===== src/rtl/universal_shift_register.sv =====
// N-bit hold/load/shift/rotate/clear register with an LSB-first serialiser started by a single pulse.
// Rotate modes are compiled only when UNIV_SHIFT_REG_ROTATE_EN is defined; otherwise 100/101 hold.
module universal_shift_register #(
    parameter int N = 8
) (
    input  logic         clk,
    input  logic         reset_n,
    input  logic [2:0]   mode,
    input  logic [N-1:0] I,
    input  logic         sin_l,
    input  logic         sin_r,
    input  logic         start,
    output logic [N-1:0] Q,
    output logic         sout,
    output logic         busy,
    output logic         done
);
    localparam int CW = $clog2(N + 1);

    localparam logic [0:0] S_IDLE  = 1'b0;
    localparam logic [0:0] S_SHIFT = 1'b1;

    localparam logic [2:0] MODE_HOLD  = 3'b000;
    localparam logic [2:0] MODE_LOAD  = 3'b001;
    localparam logic [2:0] MODE_SHL   = 3'b010;
    localparam logic [2:0] MODE_SHR   = 3'b011;
    localparam logic [2:0] MODE_ROTL  = 3'b100;
    localparam logic [2:0] MODE_ROTR  = 3'b101;
    localparam logic [2:0] MODE_CLEAR = 3'b110;

    localparam logic [CW-1:0] LAST_SHIFT = CW'(N - 1);

    logic [N-1:0]  q_q, q_d;
    logic [0:0]    state_q, state_d;
    logic [CW-1:0] cnt_q, cnt_d;
    logic          done_q, done_d;

    always_comb begin
        q_d     = q_q;
        state_d = state_q;
        cnt_d   = cnt_q;
        done_d  = 1'b0;
        if (state_q == S_SHIFT) begin
            // Serialising: mode/start/I are ignored until the N-th shift completes.
            q_d   = {sin_r, q_q[N-1:1]};
            cnt_d = cnt_q + CW'(1);
            if (cnt_q == LAST_SHIFT) begin
                state_d = S_IDLE;
                done_d  = 1'b1;
            end
        end else if (start) begin
            state_d = S_SHIFT;
            cnt_d   = '0;
            if (mode == MODE_LOAD) begin
                q_d = I;
            end
        end else begin
            case (mode)
                MODE_HOLD:  q_d = q_q;
                MODE_LOAD:  q_d = I;
                MODE_SHL:   q_d = {q_q[N-2:0], sin_l};
                MODE_SHR:   q_d = {sin_r, q_q[N-1:1]};
`ifdef UNIV_SHIFT_REG_ROTATE_EN
                MODE_ROTL:  q_d = {q_q[N-2:0], q_q[N-1]};
                MODE_ROTR:  q_d = {q_q[0], q_q[N-1:1]};
`endif
                MODE_CLEAR: q_d = '0;
                default:    q_d = q_q;
            endcase
        end
    end

    always_ff @(posedge clk or negedge reset_n) begin
        if (!reset_n) begin
            q_q     <= '0;
            state_q <= S_IDLE;
            cnt_q   <= '0;
            done_q  <= 1'b0;
        end else begin
            q_q     <= q_d;
            state_q <= state_d;
            cnt_q   <= cnt_d;
            done_q  <= done_d;
        end
    end

    assign Q    = q_q;
    assign sout = q_q[0];
    assign busy = (state_q == S_SHIFT);
    assign done = done_q;

endmodule


===== config.mk =====
export PLATFORM = sky130hd
export DESIGN_NAME = universal_shift_register
export DESIGN_NICKNAME = d
export VERILOG_FILES = /design/src/rtl/universal_shift_register.sv
export SDC_FILE = /design/constraint.sdc
export NUM_CORES = 1
export LEC_CHECK = 0
export ABC_AREA = 1
export CAP_MARGIN = 5
export CELL_PAD_IN_SITES_DETAIL_PLACEMENT = 0
export CELL_PAD_IN_SITES_GLOBAL_PLACEMENT = 1
export CORE_UTILIZATION = 34
export CTS_CLUSTER_SIZE = 40
export DETAILED_ROUTE_END_ITERATION = 7
export PLACE_DENSITY_LB_ADDON = 0.12
export REMOVE_ABC_BUFFERS = 1
export SETUP_SLACK_MARGIN = 0.02
export SLEW_MARGIN = 5
export SYNTH_ARGS = -nofsm -noshare
export SYNTH_HDL_FRONTEND = slang
export SYNTH_SLANG_ARGS = --single-unit

===== constraint.sdc =====
create_clock -name clk -period 1.5 [get_ports clk]
set_input_delay 0.3 -clock clk [delete_from_list [all_inputs] [get_ports clk]]
set_output_delay 0.3 -clock clk [all_outputs]
set_load 0.01 [all_outputs]

# Word level (Yosys, flattened, before mapping)
# Cells that the tools add are included.
[word_totals] register_bits=14 latch_bits=0 ram_bits=0 rom_bits=0 wordCells=25 n_memories=0
[classes] add_sub_neg=1 n_mul=0 div=0 order_cmp=0 eq_ne=6 shifts=0 mux=11 n_bitwise=0 n_reduce_logical=3
[ops] cell="$pmux W8 S4" n=1
[ops] cell="$mux W8" n=3
[ops] cell="$mux W4" n=2
[ops] cell="$eq A3 B2 Y1 const B" n=2
[ops] cell="$mux W1" n=5
[ops] cell="$reduce_bool A5 Y1" n=1
[ops] cell="$add A4 B1 Y4 const B" n=1
[ops] cell="$eq A4 B3 Y1 const B" n=1
[ops] cell="$eq A3 B1 Y1 const B" n=1
[ops] cell="$eq A3 B3 Y1 const B" n=1
[ops] cell="$ne A3 B1 Y1 const B" n=1
[ops] cell="$reduce_and A2 Y1" n=1
[ops] cell="$reduce_bool A2 Y1" n=1

# Logic depth before layout (Yosys ltp)
# Gate-level depths: netlist of run 1.
[depth] depth_word=4 depth_mapped=9 mapped_depth_nobuf=8

# Least setup slack after synthesis of run 1
# No wires, ideal clock.
[synth_timing] kind="register -> register" from="register state_q, in the netlist busy" to="register cnt_q[3]" t_arrival_ns=1.004 required_time_ns=1.380 path_slack_ns=0.377 path_stages_with_launch=8 synth_period_minus_slack_ns=1.123 path_cell_list="dfrtp_1 -> inv_1 -> buf_4 -> nand2_1 -> nand2_1 -> nand2_1 -> o21ai_0 -> inv_1"
[synth_via] elab_chain_cells=1
[synth_rtl] item="start, declared" line="34" rtl="logic [0:0] state_q, state_d;"
[synth_rtl] item="start signal, assigned" line="81" rtl="state_q <= state_d;"
[synth_rtl] item="$mux W4 or $reduce_bool A2 Y1 (tied branches)"
[synth_rtl] item="end signal, assigned" line="82" rtl="cnt_q <= cnt_d;"
[synth_rtl] item="end, declared" line="35" rtl="logic [CW-1:0] cnt_q, cnt_d;"
# Parallel ways exist; a longest one is shown, timed or not.
# A chain may end at the register's enable or synchronous reset.

# Worst setup path in the final report of run 1
[layout_timing] from="input port mode[0]" to="register q_q[6], in the netlist Q[6]"
[layout_via] elab_chain_cells=4
[layout_rtl] item="start, declared" line="8" rtl="input logic [2:0] mode,"
[layout_rtl] item="$eq A3 B3 Y1 (tied with other cells)" line="58" rtl="case (mode)"
[layout_rtl] item="$pmux W8 S4" line="58"
[layout_rtl] item="$mux W8" line="51" rtl="end else if (start) begin"
[layout_rtl] item="$mux W8" line="43" rtl="if (state_q == S_SHIFT) begin"
[layout_rtl] item="end signal, assigned" line="80" rtl="q_q <= q_d;"
[layout_rtl] item="end, declared" line="33" rtl="logic [N-1:0] q_q, q_d;"
# Parallel ways exist; a longest one is shown, timed or not.

==> results.ini, run 1 <==
[outcome]
outcome = finished with violations
violations = design-rule violations

[clocking]
cts_hold_buffers = 0
cts_buffer_depth = 2
numCtsBuffers = 3
clk_pin_slew_worst_paths_ns = 0.09
clkSinkCount = 14
cts-root-buf = clkbuf_4
cts_tree = yes
htree_levels = 1
clk_latency_ns = 0.28

[worst_setup_path]
regToRegStartpoint = busy
arrival_ns = 1.50
r2r_end = Q[3]
startpoint_type = input port
crit_type = input port to flop
required_ns = 1.67
crit_path_end = Q[6]
crit_fanout = 9
crit_chain = clkdlybuf4s50_1 > nand2_2 > nand2_4 > nor2_4 > nand3_1 > nand2_1 > nand2_1
regToRegSetupSlack_ns = 0.26
worst_path_most_repeated_cell = nand2_1
critPathSlowestCell = clkdlybuf4s50_1
cp-end-kind = flop
cp-startpoint = mode[0]
max_stage_delay_ns = 0.50
reg2reg_depth = 6

[sta]
fmax_mhz = 754
rsz0062_at_grt = false
fin_skew_ns = 0.00341
finalHoldViolCount = 0
setup-violations-final = 0
slew_violations = 0
holdWs_ns = 0.321
period_needed_ns = 1.33
worst_pin_slew_ns = 0.233
slew_headroom_pct = 84.5
fin_crit_sh_pct = 88.4

[global_routing]
grt_usage_pct = 18.7
grt_pass1_wl_mm = 4.77
grt_max_degree = 15
antenna_found_initial = 0
grt_pass1_vias = 1012
grt_overflow_total = 0

[synth]
yosys_warnings = 0
synth_edf_count = 0
ys_seq_elements = 14
async_flop_share_pct = 100
yosys.cell_types.count = 21
synth.top_cell.area_share_pct = 33.4
ys.flop_type = dfrtp_1
synth.most_common_cell = nand2_1
syn_avg_cell_area_um2 = 7.45
syn_area_um2 = 1050
synthTopCellsByArea = dfrtp_1 (33%), nand2_1 (16%), nand3_2 (7.6%), nand4_1 (5.4%), inv_1 (4.6%)
synthTopCellsByCount = nand2_1 (46), dfrtp_1 (14), inv_1 (13)
yosysTopAreaCell = dfrtp_1
ys_seq_area_share_pct = 33.4
syn_inst = 141

[routing]
viasPerCell = 4.86
drt_iter0_markers = 45
vias = 1064
drcViolationCount = 5
first_pass_iters = 8
wl_per_cell_um = 12.5
antenna_left = 0
routed_wirelength_mm = 2.73

[layout]
fin_nets = 206
diodes = 0
post-route-util_pct = 53.4
area_growth_pct = 44.0
drive_gt1_share_pct = 26.1

[die]
die_h_um = 57.6
ios = 27
dieArea_um2 = 3310
die_x_um = 57.6
rows = 19
start_util_pct = 37.1
core_area_um2 = 2830

[placed_design]
hpwl_mm = 2.06
gp_congestion = 0.832
port_buffers = 26

[power_and_ir_drop]
powerDensity_nw_per_um2 = 1520
vdd_drop_max_uv = 984
p_leak_uw = 0.000771

[run]
drv_cap = 0

[hold_path]
min_path_type = input port to async pin

[worst min-delay path by stage]
| stage | startpoint | to | slack (ns) |
|---|---|---|---|
| after floorplan | reset_n | Q[0] | 0.004 |
| after global placement | cnt_q[3] | done | 0.47 |
| after detailed placement | cnt_q[3] | done | 0.47 |
| after CTS | reset_n | Q[5] | 0.32 |
| after global routing | reset_n | Q[5] | 0.32 |
| final | reset_n | Q[3] | 0.32 |
[per-stage QoR]
stage	setup TNS, ns	total power [uW]	instance area, um^2	worst slack [ns]	instances
after CTS	0	2330	1500	0.0207	219
after floorplan	0	1360	1010	0.175	136
after global placement	-0.579	1960	1420	-0.0979	208
after detailed placement	-0.784	1970	1420	-0.118	208
after global routing	0	2510	1510	0.0663	219
final	0	2290	1510	0.175	219
[state kept, by name, indices dropped and copies added (netlist names)]
signal and flops:
Q 8, busy 1, cnt_q 4, done 1
[placed cells by master (no fill, tap or decap)]
master and n:
nand2_4 4, clkbuf_4 3, nand2_1 46, nor2_1 11, a22o_1 1, o21ai_0 2, dfrtp_1 12, nand3_2 8
a21oi_1 9, clkbuf_8 1, inv_2 2, inv_1 13, nand2_8 1, nand3_1 8, clkdlybuf4s50_1 15, dlygate4sd2_1 7
buf_4 22, dfrtp_2 2, ha_1 1, nor3_1 1, nand2_2 2, nand4_1 9, nor2_4 3, dlymetal6s2s_1 4
nand3_4 1
[power by group]
part / switching (uW) / internal (uW) / leakage (uW)
Sequential: 119 / 570 / 0.000165
Combinational: 699 / 630 / 0.000585
Clock: 127 / 147 / 0.0000210
[logic make-up after synthesis]
| kind of cell | count (synthesis) | synth area share [%] |
|---|---|---|
| and+or+nand+nor | 94 | 49.9 |
| buffers and inverters | 20 | 9.42 |
| DFF | 14 | 33.4 |
| AOI/OAI and AO/OA | 12 | 6.08 |
| adders and majority gates | 1 | 1.19 |
[worst max-delay path: cells and delay by family]
family                 cells  cell delay [ns]
and+or+nand+nor            6             0.71
buffers and inverters      1             0.50
[per-layer routing]
metal	share of wire, %	global-route usage (%)	wire length [um]
met1	47	25.1	1270
met2	49	31.7	1340
met3	4.0	4.08	108
met4	0.37	2.09	10
met5	0	0	0
[cell type report]
cell class | instances | area (um^2)
clock buffer | 4 | 36.3
fill | 294 | 1320
inverter | 15 | 56.3
multi-input combinational | 107 | 601
sequential | 14 | 353
tap | 31 | 38.8
timing repair buffer | 48 | 427
[repair_timing]
item / CTS / global route
setup endpoints to repair: 7 / 4
buffers inserted: 7 / 0
resized for setup: 9 / 4
Note: power is estimated with default switching activity, not from simulation.
==> inputs of run 2 (changes only) <==
--- a/config.mk
+++ b/config.mk
@@ -6,12 +6,13 @@
 export NUM_CORES = 1
 export LEC_CHECK = 0
 export ABC_AREA = 1
-export CAP_MARGIN = 5
+export CAP_MARGIN = 20
 export CELL_PAD_IN_SITES_DETAIL_PLACEMENT = 0
 export CELL_PAD_IN_SITES_GLOBAL_PLACEMENT = 1
-export CORE_UTILIZATION = 34
+export CORE_UTILIZATION = 47
 export CTS_CLUSTER_SIZE = 40
 export DETAILED_ROUTE_END_ITERATION = 7
+export DONT_BUFFER_PORTS = 1
 export PLACE_DENSITY_LB_ADDON = 0.12
 export REMOVE_ABC_BUFFERS = 1
 export SETUP_SLACK_MARGIN = 0.02
==> constraint.sdc (replaced) <==
create_clock -name clk -period 1.54 [get_ports clk]
set_input_delay 0.308 -clock clk [delete_from_list [all_inputs] [get_ports clk]]
set_output_delay 0.308 -clock clk [all_outputs]
set_load 0.01 [all_outputs]
==> run 2 against run 1 <==
Compared with the run above: the flow now finishes without violations; largest power group is now sequential cells; non-clock buffer count fell by 45; first-iteration DRC count fell by 38%; sequential share of layout area rose by 8.4 points; power fell by 22%; critical path type is now flop to output port; clock power fell by 3%; clock skew fell by 0.0017 ns.
==> results.ini, run 2 (synthesis results as in run 1) <==
[outcome]
outcome = finished, final reports clean  ; was finished with violations

[routing]
viasPerCell = 5.30  ; was 4.86
routed_wirelength_mm = 2.29  ; was 2.73 mm
drt_iter0_markers = 28  ; was 45
vias = 901  ; was 1064
antenna_left = 0  ; unchanged
first_pass_iters = 4  ; was 8
drcViolationCount = 0  ; was 5
wl_per_cell_um = 13.5  ; was 12.5 um

[worst_setup_path]
regToRegSetupSlack_ns = 0.39  ; was 0.26 ns
required_ns = 1.23  ; was 1.67 ns
reg2reg_depth = 5  ; was 6
regToRegStartpoint = busy  ; unchanged
cp-end-kind = output port  ; was flop
r2r_end = Q[5]  ; was Q[3]
crit_chain = buf_4  ; was clkdlybuf4s50_1 > nand2_2 > nand2_4 > nor2_4 > nand3_1 > nand2_1 > nand2_1
max_stage_delay_ns = 0.38  ; was 0.50 ns
crit_type = flop to output port  ; was input port to flop
path_buf_inv = 1  ; unchanged
crit_fanout = 13  ; was 9
arrival_ns = 0.86  ; was 1.50 ns
crit_family = flip-flops  ; was simple AND/OR/NAND/NOR gates
critPathSlowestCell = dfrtp_1  ; was clkdlybuf4s50_1
startpoint_type = flop  ; was input port

[die]
die_x_um = 49.3  ; was 57.6 um
start_util_pct = 51.9  ; was 37.1%
die_h_um = 49.3  ; was 57.6 um
dieArea_um2 = 2430  ; was 3310 um^2
core_area_um2 = 2020  ; was 2830 um^2
ios = 27  ; unchanged
rows = 16  ; was 19

[clocking]
htree_levels = 1  ; unchanged
cts_resized = 0  ; was 9
cts-root-buf = clkbuf_4  ; unchanged
cts_tree = yes  ; unchanged
clk_latency_ns = 0.28  ; about the same
cts_buffer_depth = 2  ; unchanged
numCtsBuffers = 3  ; unchanged
clk_pin_slew_worst_paths_ns = 0.09  ; about the same
clkSinkCount = 14  ; unchanged

[layout]
drive_gt1_share_pct = 18.9  ; was 26.1%
largest_register_ff_count = 8  ; unchanged
diodes = 0  ; unchanged
mostFrequentLayoutCells = nand2_1 (46), dfrtp_1 (14), inv_1 (13), nor2_1 (11)  ; was nand2_1 (46), buf_4 (22), clkdlybuf4s50_1 (15), inv_1 (13), dfrtp_1 (12)
post-route-util_pct = 54.5  ; was 53.4%
area_growth_pct = 5.01  ; was 44.0%
fin_nets = 161  ; was 206
final_common_cell = nand2_1  ; unchanged

[power_and_ir_drop]
p_int_uw = 968  ; was 1350 uW
switching_share_pct = 46.0  ; was 41.2%
vdd_drop_max_uv = 1110  ; was 984 uV
power.total_uw = 1790  ; was 2290 uW
switching_power_uw = 824  ; was 944 uW
powerDensity_nw_per_um2 = 1630  ; was 1520 nW/um^2
clockPowerShare_pct = 14.9  ; was 12.0%
p_leak_uw = 0.000523  ; was 0.000771 uW
power_frac_comb_pct = 38.3  ; was 58.0%
seqPwrFrac_pct = 46.9  ; was 30.0%

[global_routing]
grt_pass1_vias = 786  ; was 1012
grt_pass1_wl_mm = 3.97  ; was 4.77 mm
grt_max_degree = 15  ; unchanged
grt_overflow_total = 0  ; unchanged
antenna_found_initial = 0  ; unchanged
grt_usage_pct = 21.4  ; was 18.7%

[sta]
setup_tns_ns = 0  ; unchanged
fin_skew_ns = 0.00172  ; was 0.00341 ns
finalHoldViolCount = 0  ; unchanged
fin_crit_sh_pct = 75.6
slew_violations = 0  ; unchanged
period_needed_ns = 1.16
slew_headroom_pct = 56.8  ; was 84.5%
fmax_mhz = 859
rsz0062_at_grt = false  ; unchanged
worst_pin_slew_ns = 0.646  ; was 0.233 ns
fin_ws_ns = 0.376  ; was 0.175 ns
setup-violations-final = 0  ; unchanged

[hold_path]
hold_end = Q[7]
holdPathStages = 4
min_from = sin_r
min_path_type = input port to flop  ; was input port to async pin

[placed_design]
pre_cts_slack_ns = 0.395  ; was -0.118 ns
hpwl_mm = 1.72  ; was 2.06 mm
gp_congestion = 0.788  ; was 0.832
port_buffers = 0  ; was 26

[run]
drv_cap = 0  ; unchanged

[run 2: cell types whose count changed in the layout (fill, tap and decap cells not counted)]
cell	before	now
dlymetal6s2s_1	4	0
dfrtp_1	12	14
dlygate4sd3_1	0	1
dlygate4sd2_1	7	0
dfrtp_2	2	0
buf_4	22	2
clkdlybuf4s50_1	15	0
[run 2: cell type report]
class | count | area, um^2
multi-input combinational | 107 | 601
fill | 203 | 920
clock buffer | 4 | 36.3
timing repair buffer | 3 | 25.0
tap | 27 | 33.8
inverter | 15 | 56.3
sequential | 14 | 350
[run 2: worst max path at each step]
stage          start  endpoint  slack [ns]  cells past startpoint
6_report        busy      busy        0.38                      1
5_1_grt         busy  cnt_q[3]        0.30                      6
3_3_place_gp    busy      Q[5]        0.43                      5
3_5_place_dp    busy      Q[5]        0.40                      5
4_1_cts         busy      busy        0.36                      1
2_1_floorplan   busy  cnt_q[3]        0.22                      6
[run 2: metal layers]
metal | vias to the layer above | track usage [%] | part of all wire [%] | routed length, um
met3 | 0 | 6.85 | 8.3 | 191
met4 | 0 | 1.47 | 0 | 0
li1 | 463 | - | - | -
met1 | 403 | 30.9 | 46 | 1050
met2 | 35 | 32.2 | 46 | 1060
met5 | - | 0 | 0 | 0
[run 2: power by group through the flow]
stage	Combinational [uW]	Sequential (uW)	Clock, uW
6_report	686	839	266
3_3_place_gp	663	850	0
3_5_place_dp	676	852	0
2_1_floorplan	513	811	0
5_1_grt	825	870	282
4_1_cts	691	844	271
[run 2: stage by stage]
stage          instances  instance area (um^2)  hold WS, ns
6_report             170                  1100        0.213
5_1_grt              170                  1100        0.238
4_1_cts              170                  1100        0.207
3_5_place_dp         165                  1060       0.0129
3_3_place_gp         165                  1060       0.0129
2_1_floorplan        136                  1010       0.0124
[run 2: timing repair]
action                    CTS  global route
buffers inserted            0             0
hold buffers                1             0
hold endpoints to repair   14             0
